===== config.mk =====
export PLATFORM = sky130hd
export DESIGN_NAME = control_sequencer
export DESIGN_NICKNAME = d
export VERILOG_FILES = /design/src/rtl/control_sequencer.sv
export SDC_FILE = /design/constraint.sdc
export NUM_CORES = 1
export LEC_CHECK = 0
export CORE_MARGIN = 2
export CORE_UTILIZATION = 45
export DETAILED_ROUTE_END_ITERATION = 12
export GPL_TIMING_DRIVEN = 0
export PLACE_DENSITY = 0.79
export REMOVE_ABC_BUFFERS = 1
export SLEW_MARGIN = 20
export SYNTH_ARGS = -nofsm -noshare
export SYNTH_HDL_FRONTEND = slang
export SYNTH_SLANG_ARGS = --single-unit

===== constraint.sdc =====
create_clock -name clk -period 2.3 [get_ports clk]
set_clock_uncertainty 0.15 [all_clocks]
set_input_delay 0.46 -clock clk [delete_from_list [all_inputs] [get_ports clk]]
set_output_delay 0.46 -clock clk [all_outputs]
set_load 0.01 [all_outputs]

===== src/rtl/control_sequencer.sv =====
// Hardwired control sequencer for a simple register-to-register datapath:
// fetches through T0..T2, decodes in T3 and executes the ALU op in T4..T5.
//
// state | meaning
// IDLE  | waiting for Run, all strobes low
// T0    | PC to MAR, start PC increment
// T1    | memory read, waits for MemReady (PC update in first cycle only)
// T2    | MDR to IR
// T3    | decode; drive Rb to Y
// T4    | drive Rc, ALU op into Z
// T5    | Z to Ra; continue with T0 if Run
// HALT  | absorbing until Clear
module control_sequencer (
    input  logic        clk,
    input  logic        Clear,
    input  logic        Run,
    input  logic        MemReady,
    input  logic [31:0] IR,
    output logic        PCout,
    output logic        IncPC,
    output logic        MARin,
    output logic        Zin,
    output logic        Read,
    output logic        MDRin,
    output logic        MDRout,
    output logic        Zlowout,
    output logic        PCin,
    output logic        IRin,
    output logic        Yin,
    output logic [7:0]  Rin,
    output logic [15:0] Rout,
    output logic [4:0]  ALUop,
    output logic        Busy,
    output logic        Halted,
    output logic        Illegal
);

    typedef enum logic [2:0] {
        S_IDLE, S_T0, S_T1, S_T2, S_T3, S_T4, S_T5, S_HALT
    } state_t;

    localparam logic [4:0] OP_ADD  = 5'b00011;
    localparam logic [4:0] OP_SUB  = 5'b00100;
    localparam logic [4:0] OP_AND  = 5'b00101;
    localparam logic [4:0] OP_OR   = 5'b00110;
    localparam logic [4:0] OP_HALT = 5'b11011;

    state_t     state;
    logic [4:0] op_q;
    logic [3:0] ra_q;
    logic [3:0] rc_q;
    logic       unused_ir;

    assign unused_ir = ^IR[14:0];

    function automatic logic alu_op_ok(input logic [4:0] op);
        return (op == OP_ADD) || (op == OP_SUB) || (op == OP_AND) || (op == OP_OR);
    endfunction

    // Outputs are registered for the state being entered, so each branch
    // sets the strobes of its destination state.
    always_ff @(posedge clk or negedge Clear) begin
        if (!Clear) begin
            state   <= S_IDLE;
            op_q    <= '0;
            ra_q    <= '0;
            rc_q    <= '0;
            PCout   <= 1'b0;
            IncPC   <= 1'b0;
            MARin   <= 1'b0;
            Zin     <= 1'b0;
            Read    <= 1'b0;
            MDRin   <= 1'b0;
            MDRout  <= 1'b0;
            Zlowout <= 1'b0;
            PCin    <= 1'b0;
            IRin    <= 1'b0;
            Yin     <= 1'b0;
            Rin     <= '0;
            Rout    <= '0;
            ALUop   <= '0;
            Busy    <= 1'b0;
            Halted  <= 1'b0;
            Illegal <= 1'b0;
        end else begin
            PCout   <= 1'b0;
            IncPC   <= 1'b0;
            MARin   <= 1'b0;
            Zin     <= 1'b0;
            Read    <= 1'b0;
            MDRin   <= 1'b0;
            MDRout  <= 1'b0;
            Zlowout <= 1'b0;
            PCin    <= 1'b0;
            IRin    <= 1'b0;
            Yin     <= 1'b0;
            Rin     <= '0;
            Rout    <= '0;
            ALUop   <= '0;
            Busy    <= 1'b0;
            Halted  <= 1'b0;
            case (state)
                S_IDLE: begin
                    if (Run) begin
                        state <= S_T0;
                        Busy  <= 1'b1;
                        PCout <= 1'b1;
                        MARin <= 1'b1;
                        IncPC <= 1'b1;
                        Zin   <= 1'b1;
                    end
                end
                S_T0: begin
                    state   <= S_T1;
                    Busy    <= 1'b1;
                    Zlowout <= 1'b1;
                    PCin    <= 1'b1;
                    Read    <= 1'b1;
                    MDRin   <= 1'b1;
                end
                S_T1: begin
                    Busy <= 1'b1;
                    if (MemReady) begin
                        state  <= S_T2;
                        MDRout <= 1'b1;
                        IRin   <= 1'b1;
                    end else begin
                        Read  <= 1'b1;
                        MDRin <= 1'b1;
                    end
                end
                S_T2: begin
                    state <= S_T3;
                    Busy  <= 1'b1;
                    op_q  <= IR[31:27];
                    ra_q  <= IR[26:23];
                    rc_q  <= IR[18:15];
                    // Rout here carries the latched Rb for the T3 cycle.
                    if (alu_op_ok(IR[31:27]) && !IR[26]) begin
                        Rout <= 16'd1 << IR[22:19];
                        Yin  <= 1'b1;
                    end
                end
                S_T3: begin
                    if (op_q == OP_HALT) begin
                        state  <= S_HALT;
                        Halted <= 1'b1;
                    end else if (!alu_op_ok(op_q) || ra_q[3]) begin
                        state   <= S_IDLE;
                        Illegal <= 1'b1;
                    end else begin
                        state <= S_T4;
                        Busy  <= 1'b1;
                        Rout  <= 16'd1 << rc_q;
                        ALUop <= op_q;
                        Zin   <= 1'b1;
                    end
                end
                S_T4: begin
                    state   <= S_T5;
                    Busy    <= 1'b1;
                    Zlowout <= 1'b1;
                    Rin     <= 8'd1 << ra_q[2:0];
                end
                S_T5: begin
                    if (Run) begin
                        state <= S_T0;
                        Busy  <= 1'b1;
                        PCout <= 1'b1;
                        MARin <= 1'b1;
                        IncPC <= 1'b1;
                        Zin   <= 1'b1;
                    end else begin
                        state <= S_IDLE;
                    end
                end
                S_HALT: begin
                    Halted <= 1'b1;
                end
                default: begin
                    state <= S_IDLE;
                end
            endcase
        end
    end

endmodule


Word-level counts from Yosys, hierarchy flattened
Cells that the tools add are included.
W data, S select, Z words.
{ "totals": {"output_inout_bits": 43, "reg_bits": 55, "word_cells": 86} }
{ "classes": {"n_shift": 3, "bitwise_logic": 1, "reduce_logical": 17, "n_mux": 30, "n_eq_ne": 18} }
{ "op_table": {"columns": ["operator", "n"], "rows": [
  ["$mux W16", 3],
  ["$pmux W16 S2", 1],
  ["$shl A1 B4 Y16 const A", 2],
  ["$eq A5 B3 Y1 const B", 6],
  ["$pmux W3 S7", 1],
  ["$mux W5", 3],
  ["$mux W1", 13],
  ["$eq A3 B3 Y1 const B", 4],
  ["$mux W3", 4],
  ["$eq A5 B2 Y1 const B", 2],
  ["$mux W8", 1],
  ["$shl A1 B3 Y8 const A", 1],
  ["$logic_or A1 B1 Y1", 7],
  ["$reduce_bool A7 Y1", 1],
  ["$eq A3 B2 Y1 const B", 2],
  ["$pmux W1 S2", 3],
  ["$reduce_and A3 Y1", 2],
  ["$eq A5 B5 Y1 const B", 1],
  ["$ne A2 B2 Y1 const B", 2],
  ["$reduce_or A2 Y1", 2],
  ["$reduce_or A4 Y1", 1],
  ["$eq A3 B1 Y1 const B", 1],
  ["$logic_not A3 Y1", 1],
  ["$pmux W1 S3", 1],
  ["other kinds (3)", 4]
]} }

Longest topological paths before layout
{ "logic_depth": {"word_depth": 9, "depth_mapped": 6} }

Worst setup path after synthesis
OpenSTA, ideal clock, no wires.
{ "synth_timing": {"path_kind": "reg2reg", "start": "register op_q[2]", "end": "register Rout[10]", "setup_ps": 95, "setup_slack_ps": 460, "arrival_ps": 1595, "stages_incl_launch_ff": 6, "path_cell_list": "dfrtp_1 nand3b_1 a2111oi_4 nand2_4 buf_4 o32ai_2"} }
{ "synth_between": {"elab_chain_len": 9, "word_cells_on_any_way": 13} }
{ "synth_lines": {"columns": ["item", "line", "rtl"], "rows": [
  ["from (decl)", "49", "logic [4:0] op_q;"],
  ["from (signal assigned)", "135", "op_q <= IR[31:27];"],
  ["$eq A5 B2 Y1 / $eq A5 B3 Y1 (equally long branches)", "57", "return (op == OP_ADD) || (op == OP_SUB) || (op == OP_AND) || (op == OP_OR);"],
  ["$logic_or A1 B1 Y1 (3 in series)", "57", null],
  ["$logic_not A1 Y1", "148", "end else if (!alu_op_ok(op_q) || ra_q[3]) begin"],
  ["$logic_or A1 B1 Y1", "148", null],
  ["$mux W16", "148", null],
  ["$mux W16 (*)", "145", "if (op_q == OP_HALT) begin"],
  ["$pmux W16 S2 (*)", "102", "case (state)"],
  ["to (signal assigned)", "140", "Rout <= 16'd1 << IR[22:19];"],
  ["to (signal assigned)", "154", "Rout <= 16'd1 << rc_q;"],
  ["to (decl)", "31", "output logic [15:0] Rout,"]
]} }
Every way passes the cells marked *; elsewhere a longest branch is shown, timed or not.
A chain may end at the register's enable or synchronous reset.

Worst setup path in the final report
{ "layout_timing": {"start": "register state[2]", "end": "register Rout[2]"} }
{ "layout_between": {"elab_chain_len": 2, "word_cells_on_any_way": 3} }
{ "layout_lines": {"columns": ["item", "line", "rtl"], "rows": [
  ["from (decl)", "48", "state_t state;"],
  ["from (signal assigned)", "64", "state <= S_IDLE;"],
  ["from (signal assigned)", "105", "state <= S_T0;"],
  ["from (signal assigned)", "114", "state <= S_T1;"],
  ["$eq A3 B3 Y1 / $eq A3 B2 Y1 (equally long branches)", "102", null],
  ["$pmux W16 S2 (*)", "102", null]
]} }
Marks and branches as above.

==> impl_metrics.ini <==
[sta]
setup_viol = 0
fin_hold_ws_ns = 0.03875
tightest_slew_ns = 0.6606
slew_headroom_pct = 55.96
fin_crit_sh_pct = 90.83
clock.fmax_mhz = 478.7
rsz0062_at_grt = false
period_needed_ns = 2.089
report.final.slew_viol_count = 0
hold_viol = 0

[critical_path]
setup.worst_path.end_class = flop
ff2ff_path_depth = 4
r2r_start = state[2]
critPathArrivalTime_ns = 2.13
reg2reg_slack_ns = 0.21
timing.rr.end = Rout[2]
worstPathMaxFanout = 16
worstSetupPathType = reg2reg
critPathLaunchType = flop
cp.required_ns = 2.34

[final_layout]
final_nets = 286
regArea_sq_um = 1376
fillers = 378
postLayoutCoreUtil_pct = 64.03
multi_input_area_sq_um = 820.8
antenna_cells = 0
drive_above_1_share_pct = 16.33
synthToLayoutAreaGrowth_pct = 35.45

[die]
start_util_pct = 47.27
rows = 25
die_w_microns = 74.90
die_y_microns = 74.90
core_area_sq_um = 4786
die-area_sq_um = 5610
io_pins = 79

[placed_design]
dp_hpwl_microns = 3057
port_buffers = 63
gp_congestion = 0.8955

[flow_run]
drv_cap = 0

[pwr]
power_per_cell_area_nw_per_um2 = 955.8
internal_power_mw = 1.959
seq_power_share_pct = 48.3
p_leak_nw = 1.300
combPwrFrac_pct = 33.2
swShare_pct = 33.10
switchingPower_mw = 0.9694
ir_drop_v = 0.0005548
pwr-share-clk_pct = 18.5

[detailed_routing]
dr.pass1.iters = 4
num_vias = 1605
vias_per_cell = 5.047
drc_errors = 0
drt-wirelength-per-cell_microns = 13.15
wirelength_microns = 4181
drt_iter0_markers = 154
drtAntennaViolNets = 0

[run_status]
status = completed

[global_routing]
globalRouteTotalUtil_pct = 15.56
grt_overflow_total = 0
antenna_found_initial = 0
grt_max_degree = 56
grt_pass1_wl_microns = 6644
grt_pass1_vias = 1366

[clock_network]
cts.path.max_buffers = 2
cts_sinks = 55
clock_latency_ns = 0.30
cts_made_buffers = 5
cts_tree = yes
clockRootBuffer = clkbuf_8
cts_max_level = 2
clkTransAtPathRegs_ns = 0.09

[synth]
syn_area_sq_um = 2262
synth_edf_count = 0
synth_ff_type = dfrtp_1
synth-seq-area-share_pct = 60.84
ys_ff_latch = 55
synth_cells = 184
yosysWarnings = 0
ys_async_sr_fraction_pct = 100.0
synth_cell_type_count = 38
synth.avg_cell_area_sq_um = 12.29

[hold_path]
hold_path.class = in2async
## repair_timing
action,4_1_cts,5_1_grt
hold buffers,0,0
pin swaps,1,1
resized for setup,1,1
endpoints found under the setup margin,14,12
setup buffers,1,5
## cell usage after synthesis (2+ instances only)
cell / number / area, sq um
or2_2: 4 / 25.02
and3_2: 3 / 22.52
dfrtp_1: 55 / 1376
o31ai_1: 8 / 60.06
clkbuf_1: 5 / 18.77
o211ai_1: 3 / 22.52
nand3_1: 3 / 15.01
a21boi_0: 2 / 15.01
nor2b_1: 2 / 12.51
nor3_1: 6 / 30.03
inv_1: 3 / 11.26
nand3b_1: 2 / 15.01
o32ai_1: 6 / 52.55
nand2b_1: 11 / 68.82
nand2_1: 8 / 30.03
mux2_2: 13 / 146.4
and3b_1: 3 / 26.28
o21ai_0: 2 / 10.01
a21oi_1: 3 / 15.01
or3_1: 8 / 50.05
nor2_1: 13 / 48.80
buf_4: 5 / 37.54
## cell usage in the layout (no fill, tap or decap), drive strengths merged, types with 2 or more instances in the layout
| cell type | Yosys | routed |
|---|---|---|
| o21ai | 2 | 2 |
| dfrtp | 55 | 55 |
| clkbuf | 5 | 6 |
| nand2b | 11 | 11 |
| a21boi | 2 | 2 |
| and3b | 3 | 3 |
| a21oi | 3 | 3 |
| mux2 | 13 | 13 |
| o32ai | 7 | 7 |
| nand2 | 9 | 9 |
| or3 | 8 | 8 |
| nor2 | 13 | 13 |
| conb | 1 | 2 |
| o31ai | 8 | 8 |
| inv | 3 | 3 |
| or2 | 4 | 4 |
| o211ai | 3 | 3 |
| nor3 | 6 | 6 |
| nand3 | 3 | 3 |
| nand3b | 2 | 2 |
| nor2b | 2 | 2 |
| clkdlybuf4s50 | 0 | 62 |
| buf | 6 | 7 |
| and3 | 3 | 3 |
## kinds of logic after synthesis
logic type	share of synthesized area (%)
xor+xnor	0.3872
buf+inv	3.208
simple gates	17.04
compound gates	11.45
flops	60.84
other cells	0.1658
mux	6.914
## worst max-delay path, cell delays in order (launching register included)
cell,delay [ns]
dfrtp_1,0.56
and3b_4,0.42
o211ai_1,0.14
or3b_2,0.55
o32ai_1,0.17
## metrics by stage
stage          setup TNS (ns)  power, mW  instances  instance area (sq um)  worst slack [ns]
3_3_place_gp           -55.33      2.325        304                   2919           -0.9242
5_1_grt                     0      3.131        318                   3064           0.06969
6_report                    0      2.929        318                   3064            0.2110
2_1_floorplan         -0.1818      1.968        174                   2205          -0.05548
3_5_place_dp           -4.613      2.355        304                   2917           -0.5409
4_1_cts                     0      2.896        313                   3024           0.03472
## how the worst max path moves through the flow
stage / start / to
2_1_floorplan: state[2] / Rout[3]
3_3_place_gp: Clear / MDRin
3_5_place_dp: state[2] / Rout[7]
4_1_cts: state[2] / Rout[2]
5_1_grt: state[2] / Rout[7]
6_report: state[2] / Rout[2]
## power groups by stage
| stage | clock network (mW) | logic (mW) | registers (mW) |
|---|---|---|---|
| 2_1_floorplan | 0 | 0.538 | 1.43 |
| 6_report | 0.541 | 0.972 | 1.42 |
| 5_1_grt | 0.604 | 1.06 | 1.46 |
| 4_1_cts | 0.561 | 0.922 | 1.41 |
| 3_5_place_dp | 0 | 0.920 | 1.43 |
| 3_3_place_gp | 0 | 0.904 | 1.42 |
## metal layers
| metal | up-vias | routed length [microns] | global-route usage, % | share of wire [%] |
|---|---|---|---|---|
| met3 | 5 | 197 | 3.481 | 4.7 |
| met4 | 0 | 46 | 4.960 | 1.1 |
| met2 | 54 | 2096 | 24.17 | 50 |
| met1 | 767 | 1839 | 21.95 | 44 |
| met5 | - | 0 | 0 | 0 |
| li1 | 779 | - | - | - |
## state kept, by name, summed over array words and instances (netlist names)
name     count
Illegal      1
rc_q         4
Zin          1
MARin        1
Rin          8
Busy         1
Halted       1
PCin         1
Rout        16
IRin         1
MDRin        1
op_q         5
ALUop        5
Yin          1
Zlowout      1
ra_q         4
state        3
## final cells by class
type	instances	area share, %
clock inverter	2	0.5308
sequential	55	44.92
tap	67	2.736
timing repair buffer	69	21.97
multi-input combinational	116	26.79
clock buffer	6	2.695
inverter	3	0.3675
(Power assumes the default switching activity.)
==> RTL edit 1 (config.mk and constraints unchanged) <==
The 8 states of `state_t` get a Gray code encoding in 3 bits.
--- a/src/rtl/control_sequencer.sv
+++ b/src/rtl/control_sequencer.sv
@@ -37,5 +37,5 @@
 
     typedef enum logic [2:0] {
-        S_IDLE, S_T0, S_T1, S_T2, S_T3, S_T4, S_T5, S_HALT
+        S_IDLE = 3'b000, S_T0 = 3'b001, S_T1 = 3'b011, S_T2 = 3'b010, S_T3 = 3'b110, S_T4 = 3'b111, S_T5 = 3'b101, S_HALT = 3'b100
     } state_t;
 
Function: no difference found for any inputs over 10 cycles, from zero or initial values; not proved beyond that.
==> RTL edit 1 against the unedited design <==
Area after synthesis up 7.9%. Setup slack improved by 0.12 ns. Highest routed layer unchanged. Non-clock buffer count shrank 3. Largest cell class unchanged. Routed wire length up 14%. Critical endpoint is now Rout[13]$_DFF_PN0_. Sequential cell count did not move. Critical path depth decreased by 1. Largest power group unchanged. Total power up 8.3%. Design area up 4.3%.
==> RTL edit 1: results (changes against the unedited design) <==
Nets = 296 (+3.5%)
Drt total wl = 4.76 mm (+14%)
HP Class = in -> async
P_leak = 1.33 nW (+2.0%)
Longest Clk Path Bufs = 2 (unchanged)
Maximum fanout along the worst path = 16 (unchanged)
Adder-Cell Fraction of Synth Area = 0.410% (+0.41 points)
Distinct cells, synth = 47 (+24%)
Antenna violations before repair = 0 (unchanged)
PortBufs = 63 (unchanged)
Via count = 1725 (+7.5%)
GRT Total Usage = 16.5% (+0.92 points)
Post-synth ARST share = 100% (unchanged)
CP arrival = 2.02 ns (-0.11 ns)
Clock-pin slew on the worst setup and hold paths = 0.09 ns (about the same)
Share of layout cells above drive strength 1 = 15.7% (-0.63 points)
Compound-cell area share of the yosys netlist = 16.0% (+4.5 points)
Hpwl dp = 3.42 mm (+12%)
Root buffer cell = clkbuf_8
Synth area leaders = dfrtp_1 56%, mux2_2 4.2%, o32ai_1 3.2%
Htree depth = 2 (unchanged)
Commonest cells in the netlist = 55 x dfrtp_1, 16 x nand2_1, 14 x nor2_1
Largest net degree at the start of global routing = 56 (unchanged)
Vias in the first global route = 1524 (+12%)
Inst Count DP = 319 (+4.9%)
CTS Buf Count = 5 (unchanged)
Clock latency on the worst-skew pair = 0.31 ns
Worst Tran Pin Value = 0.668 ns (+0.00748 ns)
Largest registers = Rout: 16 flops, Rin: 8 flops
R2R Setup Slk = 0.33 ns (+0.12 ns)
Synth Instances = 199 (+8.2%)
TritonRoute pass-1 iters = 4 (unchanged)
Filler cell count = 408 (+7.9%)
Worst VDD drop = 0.617 mV (+11%)
ANT cells = 0 (unchanged)
Status = completed
Register area share after synthesis = 56.4% (-4.5 points)
Final GP Congestion = 0.758 (-15%)
Post-route insts no fill = 331 (+4.1%)
Mux contribution to synthesized area = 4.61% (-2.3 points)
Xor/xnor cell area share of the yosys netlist = 0% (-0.39 points)
Global-route wire length before repair = 7.73 mm (+16%)
Yosys warns = 0 (unchanged)
# resized after CTS = 0 (-1)
Hold WS = 0.0128 ns (-0.0260 ns)
Initial DRC Count = 139 (-9.7%)
Most frequent cell after synthesis = dfrtp_1
## RTL edit 1: layout make-up
type                    instances  share of cell area [%]
clock buffers                   6                    2.58
clock inverters                 2                    1.10
inverters                       8                   0.940
multi-input cells             124                    29.2
flip-flops and latches         55                    43.1
well taps                      70                    2.74
repair buffers                 66                    20.4
## RTL edit 1: report_power, final
part	total [mW]	internal [mW]	switching, mW
clock network	0.651	0.352	0.299
logic	1.01	0.549	0.458
registers	1.51	1.18	0.329
## RTL edit 1: kinds of logic after synthesis
logic type,count (synthesis)
flip-flops,55
adder cells (fa/ha/maj),1
multiplexers,10
other,1
AND/OR/NAND/NOR,68
AO/OA/AOI/OAI,42
buffers and inverters,22
## RTL edit 1: path summary, 6_finish.rpt
kind | from | endpoint | depth (start not counted)
max | state[1]$_DFFE_PN0P_ | Rout[13]$_DFF_PN0_ | 3
min | Clear | Rout[15]$_DFF_PN0_ | 1
max reg2reg | state[1]$_DFFE_PN0P_ | Rout[13]$_DFF_PN0_ | 3
min reg2reg | Illegal$_DFFE_PN0P_ | Illegal$_DFFE_PN0P_ | 1
max in group asynchronous | Clear | ALUop[0]$_DFF_PN0_ | 1
min in group clk | Illegal$_DFFE_PN0P_ | Illegal$_DFFE_PN0P_ | 1
## RTL edit 1: worst max-delay path, cell delays in order (launching register included)
cell and delay (ns):
dfrtp_1 0.61, nor3b_4 0.41, o211ai_2 0.31, o32ai_1 0.39
## RTL edit 1: stage by stage
| stage | cell area, um2 | utilization [%] | total power, mW | setup slack (ns) | setup TNS, ns |
|---|---|---|---|---|---|
| 2_1_floorplan | 2330 | - | 2.06 | 0.242 | 0 |
| 4_1_cts | 3170 | 61.3 | 3.15 | 0.0168 | 0 |
| 6_report | 3200 | 61.8 | 3.17 | 0.327 | 0 |
| 3_5_place_dp | 3040 | 58.8 | 2.49 | -0.210 | -1.15 |
| 3_3_place_gp | 3050 | 58.9 | 2.45 | -0.951 | -53.11 |
| 5_1_grt | 3200 | 61.8 | 3.36 | 0.162 | 0 |
## RTL edit 1: timing repair
action                                  4_1_cts  5_1_grt
cloned                                        1        0
hold endpoints to repair                      0        0
endpoints found under the setup margin        7        7
buffers inserted                              0        3
## RTL edit 1: routing by layer
| layer | share of wire (%) | track usage, % | up-vias |
|---|---|---|---|
| li1 | - | - | 826 |
| met1 | 43 | 22.8 | 835 |
| met2 | 50 | 25.9 | 60 |
| met3 | 5.8 | 3.72 | 4 |
| met4 | 1.1 | 5.36 | 0 |
| met5 | 0 | 0 | - |
